--- src/rtl/vx_retire_counter.sv ---
// ----------------------------------------------------------------------------
// vx_retire_counter
//
// Receives the commit-to-CSR stream and keeps the retired-instruction count
// (minstret), the cycle count (mcycle) and the counter-inhibit register
// (mcountinhibit). It also serves CSR reads and writes to these registers.
//
// Optional feature: define RETIRE_PEAK_EN to add commit statistics.
//   peak          - largest cmt_size seen with cmt_valid      (read 0xCC0)
//   active_cycles - cycles with cmt_valid && cmt_size != 0    (read 0xCC1/0xCC2)
// Without the macro these registers do not exist, and 0xCC0-0xCC2 are unowned.
//
// Ports
//   clk           core clock
//   reset         synchronous, active-high reset
//   cmt_valid     commit-to-CSR valid, registered upstream, never stalled
//   cmt_size      number of thread-instructions retired this cycle
//   csr_wr_valid  CSR write strobe
//   csr_wr_addr   CSR write address
//   csr_wr_data   CSR write data
//   csr_rd_addr   CSR read address
//   csr_rd_data   read data, combinational from registered state
//   csr_rd_hit    high when csr_rd_addr belongs to this block
//   minstret      current retired-instruction count
//   mcycle        current cycle count
// ----------------------------------------------------------------------------
module vx_retire_counter #(
    parameter int NUM_THREADS = 4,
    parameter int NUM_UNITS   = 6,
    parameter int CMT_SIZEW   = $clog2(NUM_UNITS * NUM_THREADS + 1)
) (
    input  logic                 clk,
    input  logic                 reset,
    input  logic                 cmt_valid,
    input  logic [CMT_SIZEW-1:0] cmt_size,
    input  logic                 csr_wr_valid,
    input  logic [11:0]          csr_wr_addr,
    input  logic [31:0]          csr_wr_data,
    input  logic [11:0]          csr_rd_addr,
    output logic [31:0]          csr_rd_data,
    output logic                 csr_rd_hit,
    output logic [63:0]          minstret,
    output logic [63:0]          mcycle
);

    localparam logic [11:0] ADDR_MCOUNTINHIBIT = 12'h320;
    localparam logic [11:0] ADDR_MCYCLE        = 12'hB00;
    localparam logic [11:0] ADDR_MCYCLEH       = 12'hB80;
    localparam logic [11:0] ADDR_MINSTRET      = 12'hB02;
    localparam logic [11:0] ADDR_MINSTRETH     = 12'hB82;
    localparam logic [11:0] ADDR_CYCLE         = 12'hC00;
    localparam logic [11:0] ADDR_CYCLEH        = 12'hC80;
    localparam logic [11:0] ADDR_INSTRET       = 12'hC02;
    localparam logic [11:0] ADDR_INSTRETH      = 12'hC82;
`ifdef RETIRE_PEAK_EN
    localparam logic [11:0] ADDR_PEAK          = 12'hCC0;
    localparam logic [11:0] ADDR_ACTIVE        = 12'hCC1;
    localparam logic [11:0] ADDR_ACTIVEH       = 12'hCC2;
`endif

    logic        inhibit_cy;
    logic        inhibit_ir;
    logic        wr_inhibit;
    logic        wr_mcycle_lo;
    logic        wr_mcycle_hi;
    logic        wr_minstret_lo;
    logic        wr_minstret_hi;
    logic        retire_en;
    logic [63:0] cmt_size_ext;

    // Write decode. The read-only shadows (0xC00 etc.) are not decoded here,
    // so writes to them are dropped.
    assign wr_inhibit     = csr_wr_valid && (csr_wr_addr == ADDR_MCOUNTINHIBIT);
    assign wr_mcycle_lo   = csr_wr_valid && (csr_wr_addr == ADDR_MCYCLE);
    assign wr_mcycle_hi   = csr_wr_valid && (csr_wr_addr == ADDR_MCYCLEH);
    assign wr_minstret_lo = csr_wr_valid && (csr_wr_addr == ADDR_MINSTRET);
    assign wr_minstret_hi = csr_wr_valid && (csr_wr_addr == ADDR_MINSTRETH);

    // Inhibit bits take effect from the registered value, so a write to
    // mcountinhibit influences counting only from the following cycle.
    assign retire_en    = cmt_valid && !inhibit_ir;
    assign cmt_size_ext = {{(64 - CMT_SIZEW){1'b0}}, cmt_size};

    // Only CY (bit 0) and IR (bit 2) are implemented.
    always_ff @(posedge clk) begin
        if (reset) begin
            inhibit_cy <= 1'b0;
            inhibit_ir <= 1'b0;
        end else if (wr_inhibit) begin
            inhibit_cy <= csr_wr_data[0];
            inhibit_ir <= csr_wr_data[2];
        end
    end

    // A half-write replaces only that half; the other half keeps its old
    // value with no carry, and the cycle's increment is dropped.
    always_ff @(posedge clk) begin
        if (reset) begin
            minstret <= 64'd0;
        end else if (wr_minstret_lo || wr_minstret_hi) begin
            if (wr_minstret_lo) begin
                minstret[31:0] <= csr_wr_data;
            end
            if (wr_minstret_hi) begin
                minstret[63:32] <= csr_wr_data;
            end
        end else if (retire_en) begin
            minstret <= minstret + cmt_size_ext;
        end
    end

    // Same write-wins rule for the cycle counter.
    always_ff @(posedge clk) begin
        if (reset) begin
            mcycle <= 64'd0;
        end else if (wr_mcycle_lo || wr_mcycle_hi) begin
            if (wr_mcycle_lo) begin
                mcycle[31:0] <= csr_wr_data;
            end
            if (wr_mcycle_hi) begin
                mcycle[63:32] <= csr_wr_data;
            end
        end else if (!inhibit_cy) begin
            mcycle <= mcycle + 64'd1;
        end
    end

`ifdef RETIRE_PEAK_EN
    logic [CMT_SIZEW-1:0] peak;
    logic [63:0]          active_cycles;

    // Statistics follow the IR inhibit bit like minstret does.
    always_ff @(posedge clk) begin
        if (reset) begin
            peak          <= '0;
            active_cycles <= 64'd0;
        end else if (retire_en) begin
            if (cmt_size > peak) begin
                peak <= cmt_size;
            end
            if (cmt_size != '0) begin
                active_cycles <= active_cycles + 64'd1;
            end
        end
    end
`endif

    // Read mux. Unowned addresses return zero with hit low.
    always_comb begin
        csr_rd_data = 32'd0;
        csr_rd_hit  = 1'b0;
        case (csr_rd_addr)
            ADDR_MCOUNTINHIBIT: begin
                csr_rd_data = {29'd0, inhibit_ir, 1'b0, inhibit_cy};
                csr_rd_hit  = 1'b1;
            end
            ADDR_MCYCLE, ADDR_CYCLE: begin
                csr_rd_data = mcycle[31:0];
                csr_rd_hit  = 1'b1;
            end
            ADDR_MCYCLEH, ADDR_CYCLEH: begin
                csr_rd_data = mcycle[63:32];
                csr_rd_hit  = 1'b1;
            end
            ADDR_MINSTRET, ADDR_INSTRET: begin
                csr_rd_data = minstret[31:0];
                csr_rd_hit  = 1'b1;
            end
            ADDR_MINSTRETH, ADDR_INSTRETH: begin
                csr_rd_data = minstret[63:32];
                csr_rd_hit  = 1'b1;
            end
`ifdef RETIRE_PEAK_EN
            ADDR_PEAK: begin
                csr_rd_data = {{(32 - CMT_SIZEW){1'b0}}, peak};
                csr_rd_hit  = 1'b1;
            end
            ADDR_ACTIVE: begin
                csr_rd_data = active_cycles[31:0];
                csr_rd_hit  = 1'b1;
            end
            ADDR_ACTIVEH: begin
                csr_rd_data = active_cycles[63:32];
                csr_rd_hit  = 1'b1;
            end
`endif
            default: begin
                csr_rd_data = 32'd0;
                csr_rd_hit  = 1'b0;
            end
        endcase
    end

endmodule
--- config.mk ---
export PLATFORM = sky130hd
export DESIGN_NAME = vx_retire_counter
export DESIGN_NICKNAME = d
export VERILOG_FILES = /design/src/rtl/vx_retire_counter.sv
export SDC_FILE = /design/constraint.sdc
export NUM_CORES = 1
export LEC_CHECK = 0
export ABC_AREA = 1
export CAP_MARGIN = 15
export CORE_MARGIN = 3
export CORE_UTILIZATION = 58
export CTS_CLUSTER_SIZE = 8
export DETAILED_ROUTE_END_ITERATION = 6
export PLACE_DENSITY_LB_ADDON = 0.25
export SYNTH_ARGS = -nofsm -noshare
export SYNTH_HDL_FRONTEND = slang
export SYNTH_SLANG_ARGS = --single-unit
--- constraint.sdc ---
create_clock -name clk -period 5.64 [get_ports clk]
set_input_delay 0.564 -clock clk [delete_from_list [all_inputs] [get_ports clk]]
set_output_delay 0.564 -clock clk [all_outputs]
set_load 0.01 [all_outputs]
==> out/metrics.yaml, run 1 <==
status: "finished with violations"
violations: "design-rule violations"
grt_pass1_vias: 14300
nNetsFinal: 2259
synth_nets: 2077
ys_async_sr_fraction_pct: 0
worstSkewPairLatency_ns: 0.43
cp_max_fo: 33
routed_wl_um: 51800
final.setup.tns_ns: 0
r2r_slack_ns: 3.21
drtPass1Iterations: 7
critPathLaunchType: "input port"
reg2reg_to: "minstret[42]"
synth-main-ff-cell: "dfxtp_1"
cts_buffers: 17
maxSlewViolCount: 0
mappedNetlistArea_um2: 11500
portBuffers: 225
cts.clk_slew.worst_paths_ns: 0.06
via_per_inst: 6.28
synth_edf_count: 0
hp-class: "reg -> reg"
cts_tree: "built"
holdBufCountCts: 0
grt_usage_pct: 46.0
drc: 2
maxCapViolations: 0
cp.arrival_ns: 2.93
clockRootBuffer: "clkbuf_16"
io_pins: 226
synth-simple-area-share_pct: 44.6
synth-xor-area-share_pct: 3.35
antenna_found_initial: 0
num_vias: 15500
period_needed_ns: 3.50
grt_max_degree: 100
grt_pass1_wl_um: 78600
worstReg2RegStart: "minstret[0]"
synth_top_family_by_area: "simple AND/OR/NAND/NOR gates"
hold_end: "minstret[63]"
p_leak_uw: 0.00546
cts_resized: 0
reg2reg_depth: 11
period_share_pct: 62.0
start_util_pct: 60.2
diodes: 0
syn_avg_cell_area_um2: 5.73
ys_seq_area_share_pct: 22.7
crit_required_ns: 5.08
crit_path_end_kind: "primary output"
dp_hpwl_um: 37500
synth_cell_type_count: 42
dp_cells: 2428
hold_depth: 2
hp-start: "minstret[63]"
worstMarginPinSlew_ns: 1.04
htree_levels: 4
synthAdderAreaFrac_pct: 0.828
synth_compound_area_share_pct: 18.9
drive_above_1_share_pct: 7.14
die_w_um: 147
core_um2: 19100
fill_cells: 1593
ys_ff_latch: 130
die_y_um: 147
rsz0062_at_grt: "no"
max_slew_margin_pct: 30.6
cellPowerDensity_nw_per_um2: 179
cts_buffer_depth: 2
num_rows: 50
wl_per_cell_um: 21.1
hold_viol_final: 0
vdd_ir_drop_max_mv: 0.185
globalplace.congestion: 1.04
clock-sinks: 130
die_area_um2: 21500
syn_to_final_growth_pct: 25.5
synth_mux_area_share_pct: 0
ant_nets: 0
setup_viol: 0
dr.first_iter.drc_count: 2539
cts_setup_buffers: 0
synthesis.instances: 2005
clock.fmax_mhz: 286
yosys_warnings: 0
instances_no_fill: 2460
crit_type: "in -> out"
grt_remaining_overflow: 0
finClkSkew_ns: 0.0124
## cell type report
class                   instances  area, um2  area share, %
repair buffers                236       2330           16.2
inverters                     199        748           5.19
clock buffers                  19        443           3.07
multi-input cells            1603       7800           54.1
well taps                     260        325           2.26
clock inverters                13        161           1.12
flip-flops and latches        130       2600           18.1
## routing by layer
layer	GRT usage, %	vias up	share of wire, %
met5	0	-	0
met4	27.2	0	7.2
met3	12.9	311	14
met2	73.2	1323	44
met1	55.5	6923	34
li1	-	6895	-
## critical path, stage by stage
cell and delay, ns:
clkdlybuf4s50_1 0.41, nor3_1 0.34, nand4_1 0.21, nor2_2 0.15, buf_4 0.39, a22oi_1 0.15
nand2_1 0.10, clkdlybuf4s50_1 0.59
## sequential cells by signal, indices dropped and copies added (netlist names)
signal / count
inhibit_ir: 1
mcycle: 64
minstret: 64
inhibit_cy: 1
## synth_stat cells (2+ instances only)
cell type  number  area [um2]
a21oi_1       127         636
a21oi_2        16         140
a22oi_1        64         480
a31oi_1         6        37.5
and2_1          5        31.3
buf_2          37         185
buf_6           5        56.3
clkbuf_1       29         109
clkinv_1        3        11.3
dfxtp_1       130        2600
ha_1            6        75.1
inv_1         180         676
inv_2          16        60.1
nand2_1       548        2060
nand2_2        18         113
nand2_4         3        33.8
nand3_1        92         460
nand3_2         4        40.0
nand3b_1       22         165
nand4_1        47         294
nor2_1        353        1330
nor2_2         22         138
nor2_4         20         225
nor3_1         24         120
nor3b_1         3        22.5
nor3b_2         3        37.5
o21ai_0       151         756
o21ai_1        11        55.1
o21ai_2         2        17.5
o21bai_1        4        30.0
xnor2_1        16         140
xor2_1         28         245
## cell families (layout without fill, tap and decap cells)
logic type,after synthesis,after routing
fa+ha+maj,7,7
flops,130,130
buf+inv,272,467
simple gates,1169,1169
xor+xnor,44,44
compound gates,383,383
## through the flow
stage / cell area [um2] / util, % / power, uW / hold slack (ns) / setup WS, ns
3_5_place_dp: 13800 / 72.4 / 1390 / 0.570 / 2.22
4_1_cts: 14400 / 75.5 / 2540 / 0.577 / 2.21
2_1_floorplan: 11500 / - / 1190 / 0.518 / 3.44
3_3_place_gp: 13800 / 72.4 / 1380 / 0.559 / 2.30
5_1_grt: 14400 / 75.5 / 2620 / 0.616 / 2.04
6_report: 14400 / 75.5 / 2570 / 0.586 / 2.14
## worst max path at each step
| stage | from | endpoint | slack [ns] | depth (start not counted) |
|---|---|---|---|---|
| 6_report | csr_rd_addr[0] | csr_rd_data[14] | 2.14 | 8 |
| 5_1_grt | csr_rd_addr[0] | csr_rd_data[17] | 2.04 | 8 |
| 4_1_cts | csr_rd_addr[0] | csr_rd_data[17] | 2.21 | 8 |
| 3_5_place_dp | csr_rd_addr[0] | csr_rd_data[14] | 2.22 | 8 |
| 3_3_place_gp | csr_rd_addr[0] | csr_rd_data[16] | 2.30 | 8 |
| 2_1_floorplan | csr_rd_addr[0] | csr_rd_data[14] | 3.44 | 6 |
## where the power goes
| part | total, uW | internal, uW | switching, uW | leakage, uW |
|---|---|---|---|---|
| Combinational | 357 | 160 | 197 | 0.00411 |
| Clock | 1180 | 707 | 476 | 0.000285 |
| Sequential | 1030 | 950 | 83.2 | 0.00106 |
| Total | 2570 | 1820 | 756 | 0.00546 |
## cell usage in the layout (no fill, tap or decap), drive strengths merged
cell           count
nor3              26
a21boi             1
nor2             395
a22oi             64
or2                2
clkinvlp           4
and2               5
buf               11
nand2            569
xor2              28
nand4             47
o21bai             4
nor3b              6
clkbuf            19
clkdlybuf4s50    225
bufinv             3
fa                 1
clkinv            10
dfxtp            130
xnor2             16
ha                 6
a31oi              6
inv              195
o21ai            165
nand3             97
nand3b            22
a21oi            143
Note: power is estimated with default switching activity, not from simulation.
==> run 2: changes to the inputs <==
Settings changed: CORE_UTILIZATION 58 to 48.
Clock period 5.64 ns to 3 ns, I/O delays scaled along.
==> run 2 against run 1 <==
The flow now finishes without violations. Core utilization is 12 points lower. Critical path depth did not move. Die area grew 20%. Sequential power is 87% higher. Largest cell class unchanged.
==> out/metrics.yaml, run 2 (synthesis results as in run 1) <==
nNetsFinal: 2277  # was 2259
core_um2: 23100  # was 19100 um2
portBuffers: 225  # unchanged
maxCapViolations: 0  # unchanged
grt_usage_pct: 40.2  # was 46.0%
worstMarginPinSlew_ns: 0.781  # was 1.04 ns
crit_type: "in -> out"  # unchanged
die_area_um2: 25800  # was 21500 um2
period_needed_ns: 2.85
finClkSkew_ns: 0.0155  # was 0.0124 ns
antenna_found_initial: 0  # unchanged
cts_resized: 0  # unchanged
cp_max_fo: 33  # unchanged
dp_hpwl_um: 40300  # was 37500 um
final.setup.tns_ns: 0  # unchanged
syn_to_final_growth_pct: 28.1  # was 25.5%
clockRootBuffer: "clkbuf_16"  # unchanged
htree_levels: 4  # unchanged
cts_setup_buffers: 0  # unchanged
cts_buffers: 17  # unchanged
num_rows: 55  # was 50
status: "completed"  # was finished with violations
max_slew_margin_pct: 47.7  # was 30.6%
period_share_pct: 95.1
cts_tree: "built"  # unchanged
clock-sinks: 130  # unchanged
final_cell_mix: "nand2_1 (548), nor2_1 (349), clkdlybuf4s50_1 (225), inv_1 (179), o21ai_0 (151)"  # unchanged
final_common_cell: "nand2_1"  # unchanged
maxSlewViolCount: 0  # unchanged
p_leak_uw: 0.00558  # was 0.00546 uW
vdd_ir_drop_max_mv: 0.307  # was 0.185 mV
cts.clk_slew.worst_paths_ns: 0.06  # about the same
diodes: 0  # unchanged
wl_per_cell_um: 21.4  # was 21.1 um
num_vias: 15100  # was 15500
r2r_slack_ns: 0.64  # was 3.21 ns
dp_cells: 2499  # was 2428
post-route-util_pct: 63.9  # was 75.5%
ant_nets: 0  # unchanged
crit_required_ns: 2.70  # was 5.08 ns
routed_wl_um: 54000  # was 51800 um
grt_pass1_vias: 14000  # was 14300
cp.arrival_ns: 2.55  # was 2.93 ns
grt_remaining_overflow: 0  # unchanged
io_pins: 226  # unchanged
dr.first_iter.drc_count: 2051  # was 2539
drive_above_1_share_pct: 7.85  # was 7.14%
cts_buffer_depth: 2  # unchanged
grt_max_degree: 44  # was 100
drc: 0  # was 2
cellPowerDensity_nw_per_um2: 339  # was 179 nW/um2
die_y_um: 161  # was 147 um
clock.fmax_mhz: 351
hp-class: "in -> reg"  # was reg -> reg
instances_no_fill: 2530  # was 2460
whs_ns: 0.533  # was 0.586 ns
hold_viol_final: 0  # unchanged
start_util_pct: 49.8  # was 60.2%
worstSkewPairLatency_ns: 0.44  # was 0.43 ns
crit_path_end_kind: "primary output"  # unchanged
holdBufCountCts: 0  # unchanged
globalplace.congestion: 1.03  # was 1.04
die_w_um: 161  # was 147 um
via_per_inst: 5.98  # was 6.28
drtPass1Iterations: 6  # was 7
setup_viol: 0  # unchanged
rsz0062_at_grt: "no"  # unchanged
critPathLaunchType: "input port"  # unchanged
grt_pass1_wl_um: 80600  # was 78600 um
reg_top3: "mcycle (64), minstret (64)"  # unchanged
[run 2: cell count changes in the layout (fill, tap and decap cells not counted)]
cell       before  now
a21boi_4        1    0
clkinv_4        3    1
buf_12          0    7
inv_6           0    2
clkbuf_8        1    2
buf_4          11   22
bufinv_16       3    4
clkinv_2        4    0
a21boi_2        0    1
inv_2          16   17
[run 2: per-stage QoR]
step	worst slack [ns]	power [uW]	cell area, um2
global route	0.0752	5110	14700
detailed placement	0.256	2640	14100
global placement	0.270	2640	14100
floorplan	1.13	2240	11500
CTS	0.231	4950	14700
finish	0.147	4980	14700
[run 2: cell type report]
| cell class | count | area (um2) |
|---|---|---|
| Fill cell | 2196 | 8330 |
| Tap cell | 313 | 392 |
| Multi-Input combinational cell | 1603 | 7790 |
| Timing Repair Buffer | 254 | 2560 |
| Sequential cell | 130 | 2600 |
| Clock buffer | 20 | 457 |
| Inverter | 199 | 747 |
| Clock inverter | 11 | 176 |
[run 2: path summary, 6_finish.rpt]
| check | from | end | depth (start not counted) |
|---|---|---|---|
| hold / removal | csr_wr_data[4] | minstret[4] | 3 |
| setup / recovery | csr_rd_addr[0] | csr_rd_data[16] | 8 |
| hold reg to reg | inhibit_cy | inhibit_cy | 2 |
| setup reg to reg | minstret[0] | minstret[42] | 11 |
[run 2: power breakdown]
| group | switching, uW | internal [uW] |
|---|---|---|
| Sequential | 148 | 1790 |
| Combinational | 387 | 314 |
| Clock | 910 | 1440 |
| Total | 1450 | 3540 |
[run 2: metal layers]
metal  track usage (%)  share of wire [%]  vias up
li1                  -                  -     6932
met1              50.8                 38     6963
met2              64.4                 45     1018
met3              8.77                 11      204
met4              21.0                6.0        0
met5                 0                  0        -
[run 2: worst max-delay path, cell delays in order]
cell and delay [ns]:
clkdlybuf4s50_1 0.40, nor3_1 0.33, nand4_1 0.24, nor2_2 0.20
buf_12 0.22, a22oi_1 0.12, nand2_1 0.17, clkdlybuf4s50_1 0.56
